### src/rtl/multicycle_ctrl.sv
// Multi-cycle FETCH/DECODE/EXEC/MEM/WB sequencer for the RV32 subset core.
// Ports: clk_i/rst_n_i, instr_i/zero_i/mem_ready_i in; datapath strobes, selects, trap_o, retire_cnt_o out.
module multicycle_ctrl #(
  parameter int TIMEOUT = 255,
  parameter int CNT_W   = 32
) (
  input  logic             clk_i,
  input  logic             rst_n_i,
  input  logic [31:0]      instr_i,
  input  logic             zero_i,
  input  logic             mem_ready_i,
  output logic             mem_req_o,
  output logic             mem_we_o,
  output logic             addr_sel_o,
  output logic             ir_we_o,
  output logic             pc_we_o,
  output logic             pc_sel_o,
  output logic [1:0]       alu_a_sel_o,
  output logic [1:0]       alu_b_sel_o,
  output logic [3:0]       alu_ctrl_o,
  output logic [1:0]       shift_o,
  output logic             reg_write_o,
  output logic [1:0]       wb_sel_o,
  output logic             trap_o,
  output logic [CNT_W-1:0] retire_cnt_o
);

  localparam int TW = $clog2(TIMEOUT + 1);

  localparam logic [6:0] OP_R    = 7'h33;
  localparam logic [6:0] OP_I    = 7'h13;
  localparam logic [6:0] OP_LD   = 7'h03;
  localparam logic [6:0] OP_ST   = 7'h23;
  localparam logic [6:0] OP_BR   = 7'h63;
  localparam logic [6:0] OP_JALR = 7'h67;
  localparam logic [6:0] OP_JAL  = 7'h6F;

  localparam logic [3:0] ALU_ADD = 4'b0010;
  localparam logic [3:0] ALU_SUB = 4'b0110;
  localparam logic [3:0] ALU_AND = 4'b0000;
  localparam logic [3:0] ALU_OR  = 4'b0001;
  localparam logic [3:0] ALU_IMM = 4'b1111;

  typedef enum logic [2:0] {
    S_IDLE,
    S_FETCH,
    S_DECODE,
    S_EXEC,
    S_EXEC2,
    S_MEM,
    S_WB,
    S_TRAP
  } state_t;

  state_t        state;
  state_t        state_nxt;
  logic [TW-1:0] to_cnt;
  logic [6:0]    opcode;
  logic [2:0]    funct3;
  logic [6:0]    funct7;
  logic          legal;
  logic          taken;
  logic          to_hit;
  logic          retire;
  logic          unused_bits;

  assign opcode = instr_i[6:0];
  assign funct3 = instr_i[14:12];
  assign funct7 = instr_i[31:25];
  assign unused_bits = ^{instr_i[24:15], instr_i[11:7]};

  assign legal = opcode inside {OP_R, OP_I, OP_LD, OP_ST,
                                OP_BR, OP_JALR, OP_JAL};
  // beq/bne share one SUB; funct3[0] inverts the sense of zero
  assign taken = zero_i ^ funct3[0];
  // ready in the limit cycle still completes the request
  assign to_hit = mem_req_o && !mem_ready_i &&
                  (to_cnt == TW'(TIMEOUT));

  always_ff @(posedge clk_i or negedge rst_n_i) begin
    if (!rst_n_i) state <= S_IDLE;
    else          state <= state_nxt;
  end

  always_comb begin
    state_nxt = state;
    unique case (state)
      S_IDLE:   state_nxt = S_FETCH;
      S_FETCH: begin
        if (mem_ready_i) state_nxt = S_DECODE;
        else if (to_hit) state_nxt = S_TRAP;
      end
      S_DECODE: state_nxt = legal ? S_EXEC : S_TRAP;
      S_EXEC: begin
        unique case (opcode)
          OP_LD, OP_ST: state_nxt = S_MEM;
          OP_BR:   state_nxt = taken ? S_EXEC2 : S_FETCH;
          default: state_nxt = S_WB;
        endcase
      end
      S_EXEC2:  state_nxt = S_FETCH;
      S_MEM: begin
        if (mem_ready_i)
          state_nxt = (opcode == OP_ST) ? S_FETCH : S_WB;
        else if (to_hit)
          state_nxt = S_TRAP;
      end
      S_WB:     state_nxt = S_FETCH;
      S_TRAP:   state_nxt = S_TRAP;
      default:  state_nxt = S_TRAP;
    endcase
  end

  always_comb begin
    mem_req_o   = 1'b0;
    mem_we_o    = 1'b0;
    addr_sel_o  = 1'b0;
    ir_we_o     = 1'b0;
    pc_we_o     = 1'b0;
    pc_sel_o    = 1'b0;
    alu_a_sel_o = 2'd0;
    alu_b_sel_o = 2'd0;
    alu_ctrl_o  = ALU_AND;
    shift_o     = 2'b00;
    reg_write_o = 1'b0;
    wb_sel_o    = 2'd0;
    trap_o      = 1'b0;
    unique case (state)
      S_FETCH: begin
        mem_req_o   = 1'b1;
        alu_a_sel_o = 2'd1;
        alu_b_sel_o = 2'd2;
        alu_ctrl_o  = ALU_ADD;
        ir_we_o     = mem_ready_i;
        pc_we_o     = mem_ready_i;
      end
      S_EXEC: begin
        unique case (opcode)
          OP_R: begin
            priority case (1'b1)
              funct7 != 7'd0:    alu_ctrl_o = ALU_SUB;
              funct3 == 3'b000:  alu_ctrl_o = ALU_ADD;
              funct3 == 3'b111:  alu_ctrl_o = ALU_AND;
              default:           alu_ctrl_o = ALU_OR;
            endcase
          end
          OP_I: begin
            alu_b_sel_o = 2'd1;
            alu_ctrl_o  = ALU_IMM;
            shift_o     = (funct3 == 3'b001) ? 2'b11 : 2'b10;
          end
          OP_LD, OP_ST: begin
            alu_b_sel_o = 2'd1;
            alu_ctrl_o  = ALU_ADD;
          end
          OP_BR: alu_ctrl_o = ALU_SUB;
          OP_JAL: begin
            alu_a_sel_o = 2'd2;
            alu_b_sel_o = 2'd1;
            alu_ctrl_o  = ALU_ADD;
            pc_we_o     = 1'b1;
            pc_sel_o    = 1'b1;
          end
          OP_JALR: begin
            alu_b_sel_o = 2'd1;
            alu_ctrl_o  = ALU_ADD;
            pc_we_o     = 1'b1;
            pc_sel_o    = 1'b1;
          end
          default: ;
        endcase
      end
      S_EXEC2: begin
        alu_a_sel_o = 2'd2;
        alu_b_sel_o = 2'd1;
        alu_ctrl_o  = ALU_ADD;
        pc_we_o     = 1'b1;
        pc_sel_o    = 1'b1;
      end
      S_MEM: begin
        mem_req_o  = 1'b1;
        addr_sel_o = 1'b1;
        mem_we_o   = (opcode == OP_ST);
      end
      S_WB: begin
        reg_write_o = 1'b1;
        if (opcode == OP_LD)
          wb_sel_o = 2'd1;
        else if (opcode == OP_JAL || opcode == OP_JALR)
          wb_sel_o = 2'd2;
      end
      S_TRAP:  trap_o = 1'b1;
      default: ;
    endcase
  end

  assign retire = (state == S_WB) || (state == S_EXEC2) ||
                  (state == S_EXEC && opcode == OP_BR && !taken) ||
                  (state == S_MEM && mem_ready_i && opcode == OP_ST);

  always_ff @(posedge clk_i or negedge rst_n_i) begin
    if (!rst_n_i) begin
      to_cnt       <= '0;
      retire_cnt_o <= '0;
    end else begin
      if (retire)
        retire_cnt_o <= retire_cnt_o + CNT_W'(1);
      // counts stalled request cycles within one state only
      if (mem_req_o && !mem_ready_i && state_nxt == state)
        to_cnt <= to_cnt + TW'(1);
      else
        to_cnt <= '0;
    end
  end

endmodule
### config.mk
export PLATFORM = sky130hd
export DESIGN_NAME = multicycle_ctrl
export DESIGN_NICKNAME = d
export VERILOG_FILES = /design/src/rtl/multicycle_ctrl.sv
export SDC_FILE = /design/constraint.sdc
export NUM_CORES = 1
export LEC_CHECK = 0
export CAP_MARGIN = 20
export CORE_MARGIN = 3
export CORE_UTILIZATION = 45
export DETAILED_ROUTE_END_ITERATION = 16
export PLACE_DENSITY_LB_ADDON = 0.15
export SKIP_LAST_GASP = 1
export SYNTH_ARGS = -nofsm -noshare
export SYNTH_HDL_FRONTEND = slang
export SYNTH_SLANG_ARGS = --single-unit
### constraint.sdc
create_clock -name clk_i -period 1.9 [get_ports clk_i]
set_clock_uncertainty 0.05 [all_clocks]
set_input_delay 0.38 -clock clk_i [delete_from_list [all_inputs] [get_ports clk_i]]
set_output_delay 0.38 -clock clk_i [all_outputs]
set_load 0.02 [all_outputs]
# After elaboration in Yosys (flattened, before gate mapping)

Index checks and enable logic that the tools add are counted.

Flip-flop bits (word level): 43
Logic and storage cells: 81
Bits of input ports: 36
Output and inout port bits: 52

Reductions and logical operators: 24
Equality and inequality tests: 18
Add/subtract/negate cells: 2
Multiplexer cells: 33
Bitwise gates (word level): 1

Operators by type and width:

| operator                                                               | number |
|---|---|
| 32-bit by 1-bit adder with 32-bit output (second input constant)       | 1 |
| 7-bit equality test (second input constant)                            | 3 |
| 3-bit two-way mux                                                      | 7 |
| 3-bit case mux with 6 select lines                                     | 1 |
| 4-bit case mux with 4 select lines                                     | 1 |
| 3-bit equality test (second input constant)                            | 5 |
| 7-bit by 6-bit equality test with 1-bit output (second input constant) | 2 |
| 2-bit two-way mux                                                      | 7 |
| 7-bit nonzero test                                                     | 2 |
| 2-bit case mux with 3 select lines                                     | 2 |
| 1-bit two-way mux                                                      | 10 |
| 8-bit by 1-bit adder with 8-bit output (second input constant)         | 1 |
| 8-bit equality test (second input constant)                            | 1 |
| 8-bit two-way mux                                                      | 1 |
| 4-bit case mux with 2 select lines                                     | 1 |
| 2-bit OR reduction                                                     | 4 |
| 7-bit by 2-bit equality test with 1-bit output (second input constant) | 1 |
| 7-bit by 5-bit equality test with 1-bit output (second input constant) | 1 |
| 1-bit logical AND                                                      | 7 |
| 3-bit by 1-bit equality test with 1-bit output (second input constant) | 2 |
| 3-bit by 2-bit equality test with 1-bit output (second input constant) | 2 |
| 3-bit logical NOT                                                      | 2 |
| 3-bit case mux with 2 select lines                                     | 1 |
| 5-bit OR reduction                                                     | 1 |
| 8 further kinds                                                        | 12 |

# Longest topological paths before layout

Depth after elaboration: 11
Depth in mapped cells: 7
Gate-level depth less buffers: 6

# Worst setup path after synthesis

Ideal clock, no wire load.

Path kind: input to output
From: input port instr_i[3]
To: output port shift_o[0]
Data arrival time: 2.027 ns
Data required time: 1.470 ns
Stages: 5
Setup slack: -0.557 ns
Buffers on the path: 1
Path through: nor4bb_1 buf_2 nand2_1 nor4_1 and3_1

Cells in the longest elaborated chain, start to end: 3

Ends and longest elaborated chain:

| element                                        | line | source |
|---|---|---|
| from (decl)                                    | 9    | `input logic [31:0] instr_i,` |
| 7-bit by 5-bit equality test with 1-bit output | 138  | `unique case (opcode)` |
| 2-bit two-way mux                              | 138  |  |
| 2-bit two-way mux                              | 128  | `unique case (state)` |
| to (decl)                                      | 21   | `output logic [1:0] shift_o,` |

No other way between the ends.

# Worst setup path after layout

From: input port instr_i[27]
To: output port alu_ctrl_o[1]

Cells in the longest elaborated chain, start to end: 4

Ends and longest elaborated chain:

| element                            | line | source |
|---|---|---|
| 7-bit nonzero test                 | 141  | `funct7 != 7'd0: alu_ctrl_o = ALU_SUB;` |
| 3-bit two-way mux                  | 140  | `priority case (1'b1)` |
| 4-bit case mux with 4 select lines | 138  |  |
| 4-bit case mux with 2 select lines | 128  |  |
| to (decl)                          | 20   | `output logic [3:0] alu_ctrl_o,` |

No other way between the ends.

==> reports/metrics.csv <==
metric;value;unit
clk_latency;300;ps
drive_above_1_share;47.0;%
port_buffers;72;
hp-class;reg2reg;
seqPwrFrac;30.8;%
period_share;106;%
combPwrFrac;52.3;%
critPathRequiredTime;1470;ps
maxCapViolations;0;
grt_overflow;0;
start_kind;primary input;
track_usage;23.8;%
syn-instance-count;264;
crit_path_max_fanout;2;
grt_pass1_vias;2555;
worstMarginPinSlew;490;ps
p_total;3.57;mW
finalCriticalPeriod;2020;ps
grt_pass1_wl;12200;um
rsz0062_at_grt;yes;
path_clk_slew;90;ps
ys_seq_elements;43;
final_cell_mix;buf_4, dfrtp_1, clkdlybuf4s50_1;
postSynth.asyncResetShare;100;%
internal_power;2.19;mW
cp.arrival;1590;ps
report.final.hold_viol_count;0;
hp-start;retire_cnt_o[31];
gp_congestion;0.798;
setup_viol;35;
irDropWorstVdd;0.771;mV
syn_area;0.00250;mm2
via_count;2583;
drv_slew;0;
clkPwrFrac;17.0;%
die_area;0.00649;mm2
synth_edf_count;0;
endpoint_kind;output pin;
utilization;83.1;%
grt_start_max_net_pins;25;
num-nets-final;448;
cts-htree-levels;2;
die_y;80.5;um
vias_per_cell;5.37;
synth_cell_types;52;
clock_path_buffers;2;
rr_startpoint;state[2];
die_w;80.5;um
syn_nets;302;
violations;negative setup slack;
crit_type;in2out;
syn_area_per_cell;9.47;um2
post-place-ws;-901;ps
mostFrequentLayoutCell;buf_4;
slew_headroom;67.4;%
core;0.00524;mm2
yosys_warnings;0;
clock-sinks;43;
powerDensity;821;mW/mm2
rows;26;
fmax;0.495;GHz
ant_nets;0;
wl;8070;um
whs;426;ps
run_status;finished, violations left;
ys.flop_type;dfrtp_1;
switching_share;38.7;%
syn_to_final_growth;74.0;%
start_util;47.7;%
cts_buffers;5;
startpoint;instr_i[27];
wl_per_cell;16.8;um
fill_cells;271;
yosysSeqAreaShare;43.0;%
antenna_cells;0;
io_pins;88;
p_leak;2.15;nW
fin_ws;-119;ps
final_cells;481;
power.switching;1.38;mW
antenna_found_initial;0;
drc;0;
drtIter0Drc;129;
dpl.cell_count;451;
cts_tree;built;
cts_root_buf;clkbuf_8;
first_pass_iters;4;
place_hpwl;4840;um
-- layer usage --
metal / part of all wire [%] / track usage, % / wire length [um]
met4: 1.4 / 5.41 / 110
met3: 4.7 / 4.26 / 382
met5: 0 / 0 / 0
met1: 40 / 30.0 / 3240
met2: 54 / 42.3 / 4340
-- power groups by stage --
stage / combinational, mW / clock, mW / sequential [mW]
final: 1.87 / 0.606 / 1.10
after global routing: 1.98 / 0.661 / 1.11
after CTS: 1.71 / 0.616 / 1.09
after detailed placement: 1.49 / 0 / 1.10
after global placement: 1.49 / 0 / 1.09
after floorplan: 0.684 / 0 / 1.16
-- through the flow --
| stage | area (um2) | setup TNS [ps] |
|---|---|---|
| 2_1_floorplan | 2540 | -297 |
| 3_3_place_gp | 3720 | -34010 |
| 3_5_place_dp | 3720 | -33790 |
| 4_1_cts | 4150 | -613 |
| 5_1_grt | 4350 | -5900 |
| 6_report | 4350 | -1770 |
-- cells in the mapped netlist (3+ instances only) --
library cell | instances | area [um2]
dfrtp_1 | 43 | 1080
nor2_1 | 25 | 93.8
xor2_1 | 23 | 201
nand2_1 | 21 | 78.8
nor3_1 | 19 | 95.1
nand3_1 | 16 | 80.1
inv_1 | 15 | 56.3
xnor2_1 | 15 | 131
buf_2 | 7 | 35.0
nand2b_1 | 6 | 37.5
nor4_1 | 6 | 37.5
nand4_1 | 5 | 31.3
a21oi_1 | 4 | 20.0
nand3b_1 | 4 | 30.0
and3_1 | 3 | 18.8
buf_6 | 3 | 33.8
nor4_4 | 3 | 63.8
or3_1 | 3 | 18.8
-- repair_timing --
| item | CTS | global route |
|---|---|---|
| pin swaps | 32 | 28 |
| cloned | 0 | 0 |
| setup endpoints to repair | 58 | 53 |
| setup buffers | 13 | 8 |
| hold buffers | 1 | 0 |
| endpoints found under the hold margin | 16 | 0 |
| gates resized for setup | 208 | 35 |
-- path summary, 6_finish.rpt --
kind / to / slack, ps / cells past startpoint
max: alu_ctrl_o[1] / -120 / 7
min: retire_cnt_o[31] / 430 / 1
max reg2reg: retire_cnt_o[21] / -110 / 9
min reg2reg: retire_cnt_o[31] / 430 / 1
max in group asynchronous: retire_cnt_o[13] / 770 / 3
min in group asynchronous: state[0] / 520 / 2
-- area by class of cell --
type | count | area [um2] | area share, %
Clock buffer | 5 | 68.8 | 1.58
Clock inverter | 3 | 23.8 | 0.546
Inverter | 15 | 56.3 | 1.29
Multi-Input combinational cell | 192 | 1740 | 40.0
Sequential cell | 43 | 1080 | 24.8
Tap cell | 70 | 87.6 | 2.01
Timing Repair Buffer | 153 | 1290 | 29.7
-- sequential cells by signal (all words and copies together) (netlist names) --
name          count
retire_cnt_o     32
state             3
to_cnt            8
-- worst max-delay path: stages --
cell and delay [ps]:
dlygate4sd2_1 240, nor4_2 160, nand2_2 120, nor2_4 150, o2111ai_2 130, a31o_2 270, buf_6 130
-- kinds of logic after synthesis --
| group | count (synthesis) | synth area share, % |
|---|---|---|
| AOI/OAI and AO/OA | 24 | 7.11 |
| xor gates and xnor gates | 38 | 13.3 |
| adders and majority gates | 4 | 1.80 |
| buffers and inverters | 29 | 5.91 |
| DFF | 43 | 43.0 |
| muxes | 1 | 0.450 |
| and+or+nand+nor | 125 | 28.4 |
Note: power is estimated with default switching activity, not from simulation.
